<file path="src/rtl/cond_unit_banked_if.sv">
// Decoder-to-condition-unit bundle: issuing instruction fields, datapath flags,
// multi-cycle unit handshake and the gated write enables.
interface cond_unit_banked_if #(
    parameter int BW = 1
);
    logic [3:0]    Cond;
    logic [BW-1:0] BankSel;
    logic [3:0]    FlagW;
    logic          PCS;
    logic          RegW;
    logic          MemW;
    logic          NoWrite;
    logic          LogicOp;
    logic [3:0]    ALUFlags;
    logic          ShifterCarry;
    logic          FlagLoad;
    logic [3:0]    FlagIn;
    logic          MS;
    logic          MDone;
    logic [3:0]    MFlags;
    logic          PCSrc;
    logic          RegWrite;
    logic          MemWrite;
    logic          MStart;
    logic          MRegWrite;
    logic          Stall;
    logic          Busy;
    logic [3:0]    Flags;
    logic          CFlag;

    modport master (
        output Cond, BankSel, FlagW, PCS, RegW, MemW, NoWrite, LogicOp,
               ALUFlags, ShifterCarry, FlagLoad, FlagIn, MS, MDone, MFlags,
        input  PCSrc, RegWrite, MemWrite, MStart, MRegWrite, Stall, Busy,
               Flags, CFlag
    );

    modport slave (
        input  Cond, BankSel, FlagW, PCS, RegW, MemW, NoWrite, LogicOp,
               ALUFlags, ShifterCarry, FlagLoad, FlagIn, MS, MDone, MFlags,
        output PCSrc, RegWrite, MemWrite, MStart, MRegWrite, Stall, Busy,
               Flags, CFlag
    );
endinterface

</file>
<file path="src/rtl/cond_unit_banked.sv">
// Banked ARM condition unit: checks Cond against one of NBANK NZCV sets, gates the
// write enables, and tracks one outstanding multi-cycle op with flag write-back.
module cond_unit_banked #(
    parameter int NBANK = 2,
    parameter int BW    = (NBANK > 1) ? $clog2(NBANK) : 1
) (
    input logic               CLK,
    input logic               Reset,
    cond_unit_banked_if.slave bus
);
    localparam logic [0:0] IDLE = 1'b0;
    localparam logic [0:0] BUSY = 1'b1;

    logic [0:0]    state;
    logic [3:0]    bank [NBANK];
    logic [3:0]    mflagw;
    logic [BW-1:0] mbank;

    logic          mdone_acc;
    logic          stall;
    logic          hit;
    logic          cond_ex;
    logic          issue;
    logic          mstart;
    logic [3:0]    sel_flags;
    logic [3:0]    byp_mask;
    logic [3:0]    eff;
    logic [3:0]    issue_wr;
    logic [3:0]    issue_data;
    logic          n, z, c, v;

    assign mdone_acc = (state == BUSY) && bus.MDone;
    assign stall     = (state == BUSY) && !bus.MDone;

    // NOTE: every variable written in always_comb gets a default first so no latch is inferred.
    always_comb begin
        sel_flags = 4'b0000;
        hit       = 1'b0;
        for (int b = 0; b < NBANK; b++) begin
            if (BW'(b) == bus.BankSel) begin
                sel_flags = bank[b];
                hit       = 1'b1;
            end
        end
    end

    // The instruction released on the completion cycle must see the finished op's flags.
    assign byp_mask     = (mdone_acc && hit && (mbank == bus.BankSel)) ? mflagw : 4'b0000;
    assign eff          = (sel_flags & ~byp_mask) | (bus.MFlags & byp_mask);
    assign {n, z, c, v} = eff;

    always_comb begin
        cond_ex = 1'b0;
        case (bus.Cond)
            4'b0000: cond_ex = z;
            4'b0001: cond_ex = !z;
            4'b0010: cond_ex = c;
            4'b0011: cond_ex = !c;
            4'b0100: cond_ex = n;
            4'b0101: cond_ex = !n;
            4'b0110: cond_ex = v;
            4'b0111: cond_ex = !v;
            4'b1000: cond_ex = c && !z;
            4'b1001: cond_ex = !c || z;
            4'b1010: cond_ex = (n == v);
            4'b1011: cond_ex = (n != v);
            4'b1100: cond_ex = !z && (n == v);
            4'b1101: cond_ex = z || (n != v);
            4'b1110: cond_ex = 1'b1;
            default: cond_ex = 1'b0;
        endcase
    end

    // Stall is only low in BUSY on the MDone cycle, so this also covers back-to-back starts.
    assign issue  = cond_ex && !stall;
    assign mstart = bus.MS && issue;

    assign bus.PCSrc     = bus.PCS && issue;
    assign bus.RegWrite  = bus.RegW && issue && !bus.NoWrite;
    assign bus.MemWrite  = bus.MemW && issue;
    assign bus.MStart    = mstart;
    assign bus.MRegWrite = mdone_acc;
    assign bus.Stall     = stall;
    assign bus.Busy      = (state == BUSY);
    assign bus.Flags     = sel_flags;
    assign bus.CFlag     = sel_flags[1];

    // A starting op defers its FlagW to completion; FlagLoad always writes all four bits.
    always_comb begin
        issue_wr   = 4'b0000;
        issue_data = {bus.ALUFlags[3], bus.ALUFlags[2],
                      bus.LogicOp ? bus.ShifterCarry : bus.ALUFlags[1],
                      bus.ALUFlags[0]};
        if (issue) begin
            if (bus.FlagLoad) begin
                issue_wr   = 4'b1111;
                issue_data = bus.FlagIn;
            end else if (!mstart) begin
                issue_wr = bus.FlagW;
            end
        end
    end

    // NOTE: the flag banks are a handful of flops, so they take the async reset like any state.
    always_ff @(posedge CLK or posedge Reset) begin
        if (Reset) begin
            for (int b = 0; b < NBANK; b++) begin
                bank[b] <= 4'b0000;
            end
        end else begin
            for (int b = 0; b < NBANK; b++) begin
                for (int i = 0; i < 4; i++) begin
                    // Issue is later in program order than the completing op, so it wins.
                    if (issue_wr[i] && (BW'(b) == bus.BankSel)) begin
                        bank[b][i] <= issue_data[i];
                    end else if (mdone_acc && mflagw[i] && (BW'(b) == mbank)) begin
                        bank[b][i] <= bus.MFlags[i];
                    end
                end
            end
        end
    end

    // NOTE: sequential state uses non-blocking assignments so every flop samples pre-edge values.
    always_ff @(posedge CLK or posedge Reset) begin
        if (Reset) begin
            state  <= IDLE;
            mflagw <= 4'b0000;
            mbank  <= '0;
        end else if (mstart) begin
            state  <= BUSY;
            mflagw <= bus.FlagW;
            mbank  <= bus.BankSel;
        end else if (mdone_acc) begin
            state  <= IDLE;
        end
    end
endmodule

</file>
<file path="src/flat_wrapper.sv">
// flat-port wrapper written by rule: the top's interface ports become plain ports
module cond_unit_banked_flat 
#(
    parameter int NBANK = 2,
    parameter int BW    = (NBANK > 1) ? $clog2(NBANK) : 1
)
  (CLK, Reset, bus_Cond, bus_BankSel, bus_FlagW, bus_PCS, bus_RegW, bus_MemW, bus_NoWrite, bus_LogicOp, bus_ALUFlags, bus_ShifterCarry, bus_FlagLoad, bus_FlagIn, bus_MS, bus_MDone, bus_MFlags, bus_PCSrc, bus_RegWrite, bus_MemWrite, bus_MStart, bus_MRegWrite, bus_Stall, bus_Busy, bus_Flags, bus_CFlag);
  cond_unit_banked_if #(.BW(BW)) bus_i ();
  input logic CLK;
  input logic Reset;
  input wire logic [$bits(bus_i.Cond)-1:0] bus_Cond;
  input wire logic [$bits(bus_i.BankSel)-1:0] bus_BankSel;
  input wire logic [$bits(bus_i.FlagW)-1:0] bus_FlagW;
  input wire logic [$bits(bus_i.PCS)-1:0] bus_PCS;
  input wire logic [$bits(bus_i.RegW)-1:0] bus_RegW;
  input wire logic [$bits(bus_i.MemW)-1:0] bus_MemW;
  input wire logic [$bits(bus_i.NoWrite)-1:0] bus_NoWrite;
  input wire logic [$bits(bus_i.LogicOp)-1:0] bus_LogicOp;
  input wire logic [$bits(bus_i.ALUFlags)-1:0] bus_ALUFlags;
  input wire logic [$bits(bus_i.ShifterCarry)-1:0] bus_ShifterCarry;
  input wire logic [$bits(bus_i.FlagLoad)-1:0] bus_FlagLoad;
  input wire logic [$bits(bus_i.FlagIn)-1:0] bus_FlagIn;
  input wire logic [$bits(bus_i.MS)-1:0] bus_MS;
  input wire logic [$bits(bus_i.MDone)-1:0] bus_MDone;
  input wire logic [$bits(bus_i.MFlags)-1:0] bus_MFlags;
  output wire logic [$bits(bus_i.PCSrc)-1:0] bus_PCSrc;
  output wire logic [$bits(bus_i.RegWrite)-1:0] bus_RegWrite;
  output wire logic [$bits(bus_i.MemWrite)-1:0] bus_MemWrite;
  output wire logic [$bits(bus_i.MStart)-1:0] bus_MStart;
  output wire logic [$bits(bus_i.MRegWrite)-1:0] bus_MRegWrite;
  output wire logic [$bits(bus_i.Stall)-1:0] bus_Stall;
  output wire logic [$bits(bus_i.Busy)-1:0] bus_Busy;
  output wire logic [$bits(bus_i.Flags)-1:0] bus_Flags;
  output wire logic [$bits(bus_i.CFlag)-1:0] bus_CFlag;
  assign bus_i.Cond = bus_Cond;
  assign bus_i.BankSel = bus_BankSel;
  assign bus_i.FlagW = bus_FlagW;
  assign bus_i.PCS = bus_PCS;
  assign bus_i.RegW = bus_RegW;
  assign bus_i.MemW = bus_MemW;
  assign bus_i.NoWrite = bus_NoWrite;
  assign bus_i.LogicOp = bus_LogicOp;
  assign bus_i.ALUFlags = bus_ALUFlags;
  assign bus_i.ShifterCarry = bus_ShifterCarry;
  assign bus_i.FlagLoad = bus_FlagLoad;
  assign bus_i.FlagIn = bus_FlagIn;
  assign bus_i.MS = bus_MS;
  assign bus_i.MDone = bus_MDone;
  assign bus_i.MFlags = bus_MFlags;
  assign bus_PCSrc = bus_i.PCSrc;
  assign bus_RegWrite = bus_i.RegWrite;
  assign bus_MemWrite = bus_i.MemWrite;
  assign bus_MStart = bus_i.MStart;
  assign bus_MRegWrite = bus_i.MRegWrite;
  assign bus_Stall = bus_i.Stall;
  assign bus_Busy = bus_i.Busy;
  assign bus_Flags = bus_i.Flags;
  assign bus_CFlag = bus_i.CFlag;
  cond_unit_banked #(.NBANK(NBANK), .BW(BW)) u_core (.CLK(CLK), .Reset(Reset), .bus(bus_i));
endmodule
</file>
<file path="config.mk">
export PLATFORM = sky130hd
export DESIGN_NAME = cond_unit_banked_flat
export DESIGN_NICKNAME = d
export VERILOG_FILES = /design/src/rtl/cond_unit_banked_if.sv /design/src/rtl/cond_unit_banked.sv /design/src/flat_wrapper.sv
export SDC_FILE = /design/constraint.sdc
export NUM_CORES = 1
export LEC_CHECK = 0
export BUFFER_PORTS_ARGS = -buffer_cell sky130_fd_sc_hd__buf_2
export CAP_MARGIN = 20
export CORE_MARGIN = 8
export CORE_UTILIZATION = 34
export DETAILED_ROUTE_END_ITERATION = 12
export PLACE_DENSITY_LB_ADDON = 0.12
export SYNTH_ARGS = -nofsm -noshare
export SYNTH_HDL_FRONTEND = slang
export SYNTH_SLANG_ARGS = --single-unit
</file>
<file path="constraint.sdc">
create_clock -name CLK -period 3.4 [get_ports CLK]
set_input_delay 0.34 -clock CLK [delete_from_list [all_inputs] [get_ports CLK]]
set_output_delay 0.34 -clock CLK [all_outputs]
set_load 0.05 [all_outputs]
</file>
==> results.md <==
- Residual DRC: 0
- Vias in the first global route: 1,335
- Worst Path Max Fanout: 11
- 1st-pass router iterations: 4
- Achievable Freq: 0.312 GHz
- Io pins: 44
- Main combinational cell family by area after synthesis: multiplexers
- CP cell instances: xnor2_4 > nand3_1 > mux2_2 > xnor2_1 > o31a_1 > mux2_4 > or2_0 > and2_1 > buf_2
- Period utilisation layout: a little over nine tenths
- EDFF count, synth: 0
- Critical Path Stages: 9
- Internal power: 629 µW
- Slew HR: 60.8%
- Worst path slowest cell: dfrtp_1
- Status: complete, no violations
- Final min period: between 3 and 4 ns
- Layout area overhead: 23.3%
- FF+latch count, synth: 14
- Initial antenna violation count: 0
- WL met1: 1680 µm
- Switching power total: 574 µW
- Clk pin slew, worst setup/hold paths: around 0.06 ns
- Max Cap Violations: 0
- Routed len/inst: roughly 16 µm
- Post-CTS Setup Inserts: 0
- Worst stage delay on the critical path: 0.45 ns
- Synth area leaders: dfrtp_1 28%, mux2i_1 11%, mux2_2 9.8%
- Setup TNS: 0 ns
- Adder-cell share of the synthesized area: 0%
- Post-synthesis compound-gate area fraction: 18.8%
- RSZ-0062 raised after global routing: no
- Non-filler instance count after layout: 225
- Synth Instances: 139
- Fin. max-slew vios: 0
- Required time of the critical path: 3.06 ns
- Cell variety after synth: 44
- Sequential area share after synthesis: 27.6%
- Crit Path Category: reg -> out
- YS warnings: 0
- Row count: 22
- Clk_lat worst skew: 0.25 ns
- Antenna viol nets, final: 0
- Xor/xnor cell area share of the yosys netlist: under 10%
- Clk buf depth: 2
- Root buffer cell: clkbuf_8
- Setup Skew: slightly above 0.002 ns
- Drt initial violations: 49
- # placed instances: 221
- Starting Density: a little over a third
- DP Area: 0.00150 mm²
- Post-synthesis simple-gate area fraction: approximately a fifth
- Vias: 1,200
- Clk sinks: 14
- Switching part of the total: about 48%
- Slew @ Worst Pin: between 0.5 and 0.6 ns
- Number of fill cells: 388
- Detailed Place HPWL: 2980 µm
- Post-layout worst setup margin: around 0.19 ns
- Logic pwr share: between 50% and 60%
- Top delay family on crit path: multiplexers
- Drt total wl: 3690 µm
- Leakage: 0.000755 µW
- Worst path bufs/invs: 1
- IO Port Bufs: 43
- Die Y: 77.1 µm
- Remaining global-route overflow: 0
- Tot Pwr: 1200 µW
- Via density: 5.33
- Worst Path Arrival: ~2.9 ns
- Register share of total power: 26.8%
- First-pass GRT wire length: roughly 6500 µm
- Synth area leader: dfrtp_1
- Die footprint: 0.00594 mm²
- Highest Signal Layer: met4
- Mean Syn Cell Area: roughly 9.1 µm²
- Share of layout cells above drive strength 1: a little under two fifths
- GRT Resource Usage Total: 13.1%
- Core Footprint: between 0.003 and 0.004 mm²
- Synthesized cell area: 0.00127 mm²
- Power per Cell Area: about 770 mW/mm²
- Post-synth top area share: 27.6%
- Most used DFF post-synth: dfrtp_1
- Chip width: 77.1 µm
- Post-synth net total: 171
- Asr flop ratio synth: 100%
- Ant diodes: 0
- Met3 routed WL: 241 µm
- CTS resizes: 0
- Final Hold Viols: 0
- Pin count of the biggest net entering global routing: 17
- Met2 wire len: between 1500 and 2000 µm
- Worst Setup End Kind: output port
- Startpoint type of the worst setup path: flop
- Max VDD drop: 0.295 mV
- GPL Wtd Cong: 0.782
- CTS tree: yes
- Final setup fails: 0
- Post-synthesis mux area share: between 20% and 30%
- Pre-CTS setup slack: 0.236 ns
- Final nets: 210
- Post-route cell area: approximately 0.0016 mm²
- Hold WC Path Type: in -> async
- # hold bufs at CTS: 0
- Cell count of the worst reg-to-reg path: 8
- Clock power frac: 13.7%
- H-Tree Depth: 1
- Num CTS Buffers: 3
[layer usage]
layer,global-route usage (%),vias to the layer above
met2,21.2,40
met5,0,-
met3,4.20,5
met1,16.4,559
met4,2.64,0
li1,-,596
[final timing paths]
check / start / end / slack, ns
setup reg to reg: u_core.mbank / u_core.mflagw[3] / 0.63
hold / removal: Reset / u_core.mflagw[3] / 0.14
min in group CLK: bus_FlagW[0] / u_core.mflagw[0] / 0.34
hold reg to reg: u_core.mflagw[0] / u_core.mflagw[0] / 0.57
max in group asynchronous: Reset / u_core.bank[5] / 2.88
setup / recovery: u_core.mbank / bus_PCSrc / 0.19
[kinds of logic after synthesis]
| kind of cell | after synthesis |
|---|---|
| compound gates | 30 |
| xor+xnor | 4 |
| buf+inv | 18 |
| flops | 14 |
| mux | 27 |
| simple gates | 46 |
[layout by cell type (no fill, tap or decap), types with 2 or more instances in the layout]
cell	n
and2_1	3
xor2_1	2
mux2i_1	14
nor3_1	2
o21ai_0	4
mux2_2	11
dfrtp_1	14
o221ai_1	8
nand2_1	12
a31oi_1	3
nor2b_1	6
nand2b_1	2
buf_2	43
inv_1	7
nand3_1	5
a21oi_1	2
clkbuf_8	4
nor2_1	6
buf_4	2
and4b_1	2
a32oi_1	4
[state kept, by name, indices dropped and copies added, names as in the netlist]
register,cells
u_core.mbank,1
u_core.bank,8
u_core.mflagw,4
u_core.bus.Busy,1
[cells in the mapped netlist, drive strengths merged (2+ instances only)]
library cell,count
nand3,5
xnor2,2
mux2,12
o21ai,5
and2,3
buf,5
a31oi,3
mux2i,15
clkbuf,6
xor2,2
nand2,12
a21oi,2
nand2b,2
dfrtp,14
inv,7
nor2b,6
and4b,2
a32oi,4
nor3,2
o221ai,8
nor2,6
[stage by stage]
stage / hold slack (ns) / utilization, %
6_report: 0.144 / 43.0
5_1_grt: 0.195 / 43.0
4_1_cts: 0.161 / 42.7
3_5_place_dp: 0.432 / 41.2
3_3_place_gp: 0.413 / 41.2
2_1_floorplan: 0.229 / -
[cell type report]
| class | count | area [µm²] | area share (%) |
|---|---|---|---|
| tap | 48 | 60.1 | 3.84 |
| clock buffer | 4 | 55.1 | 3.52 |
| inverter | 7 | 26.3 | 1.68 |
| sequential | 14 | 350 | 22.4 |
| multi-input combinational | 107 | 842 | 53.8 |
| timing repair buffer | 45 | 230 | 14.7 |
[power groups by stage]
stage,logic [µW],registers [µW],clock network (µW)
floorplan,560,314,0
global placement,707,318,0
detailed placement,718,321,0
CTS,721,318,171
global route,782,335,178
finish,716,322,165
[worst reg2reg max path, cell delays in order, from the launching register on]
cell,delay [ns]
dfrtp_1,0.45
xnor2_4,0.25
nand3_1,0.12
mux2_2,0.31
xnor2_1,0.16
o31a_1,0.30
mux2_4,0.37
o21ai_4,0.31
mux2_2,0.37
No activity file was read; power rests on OpenSTA's default activity.
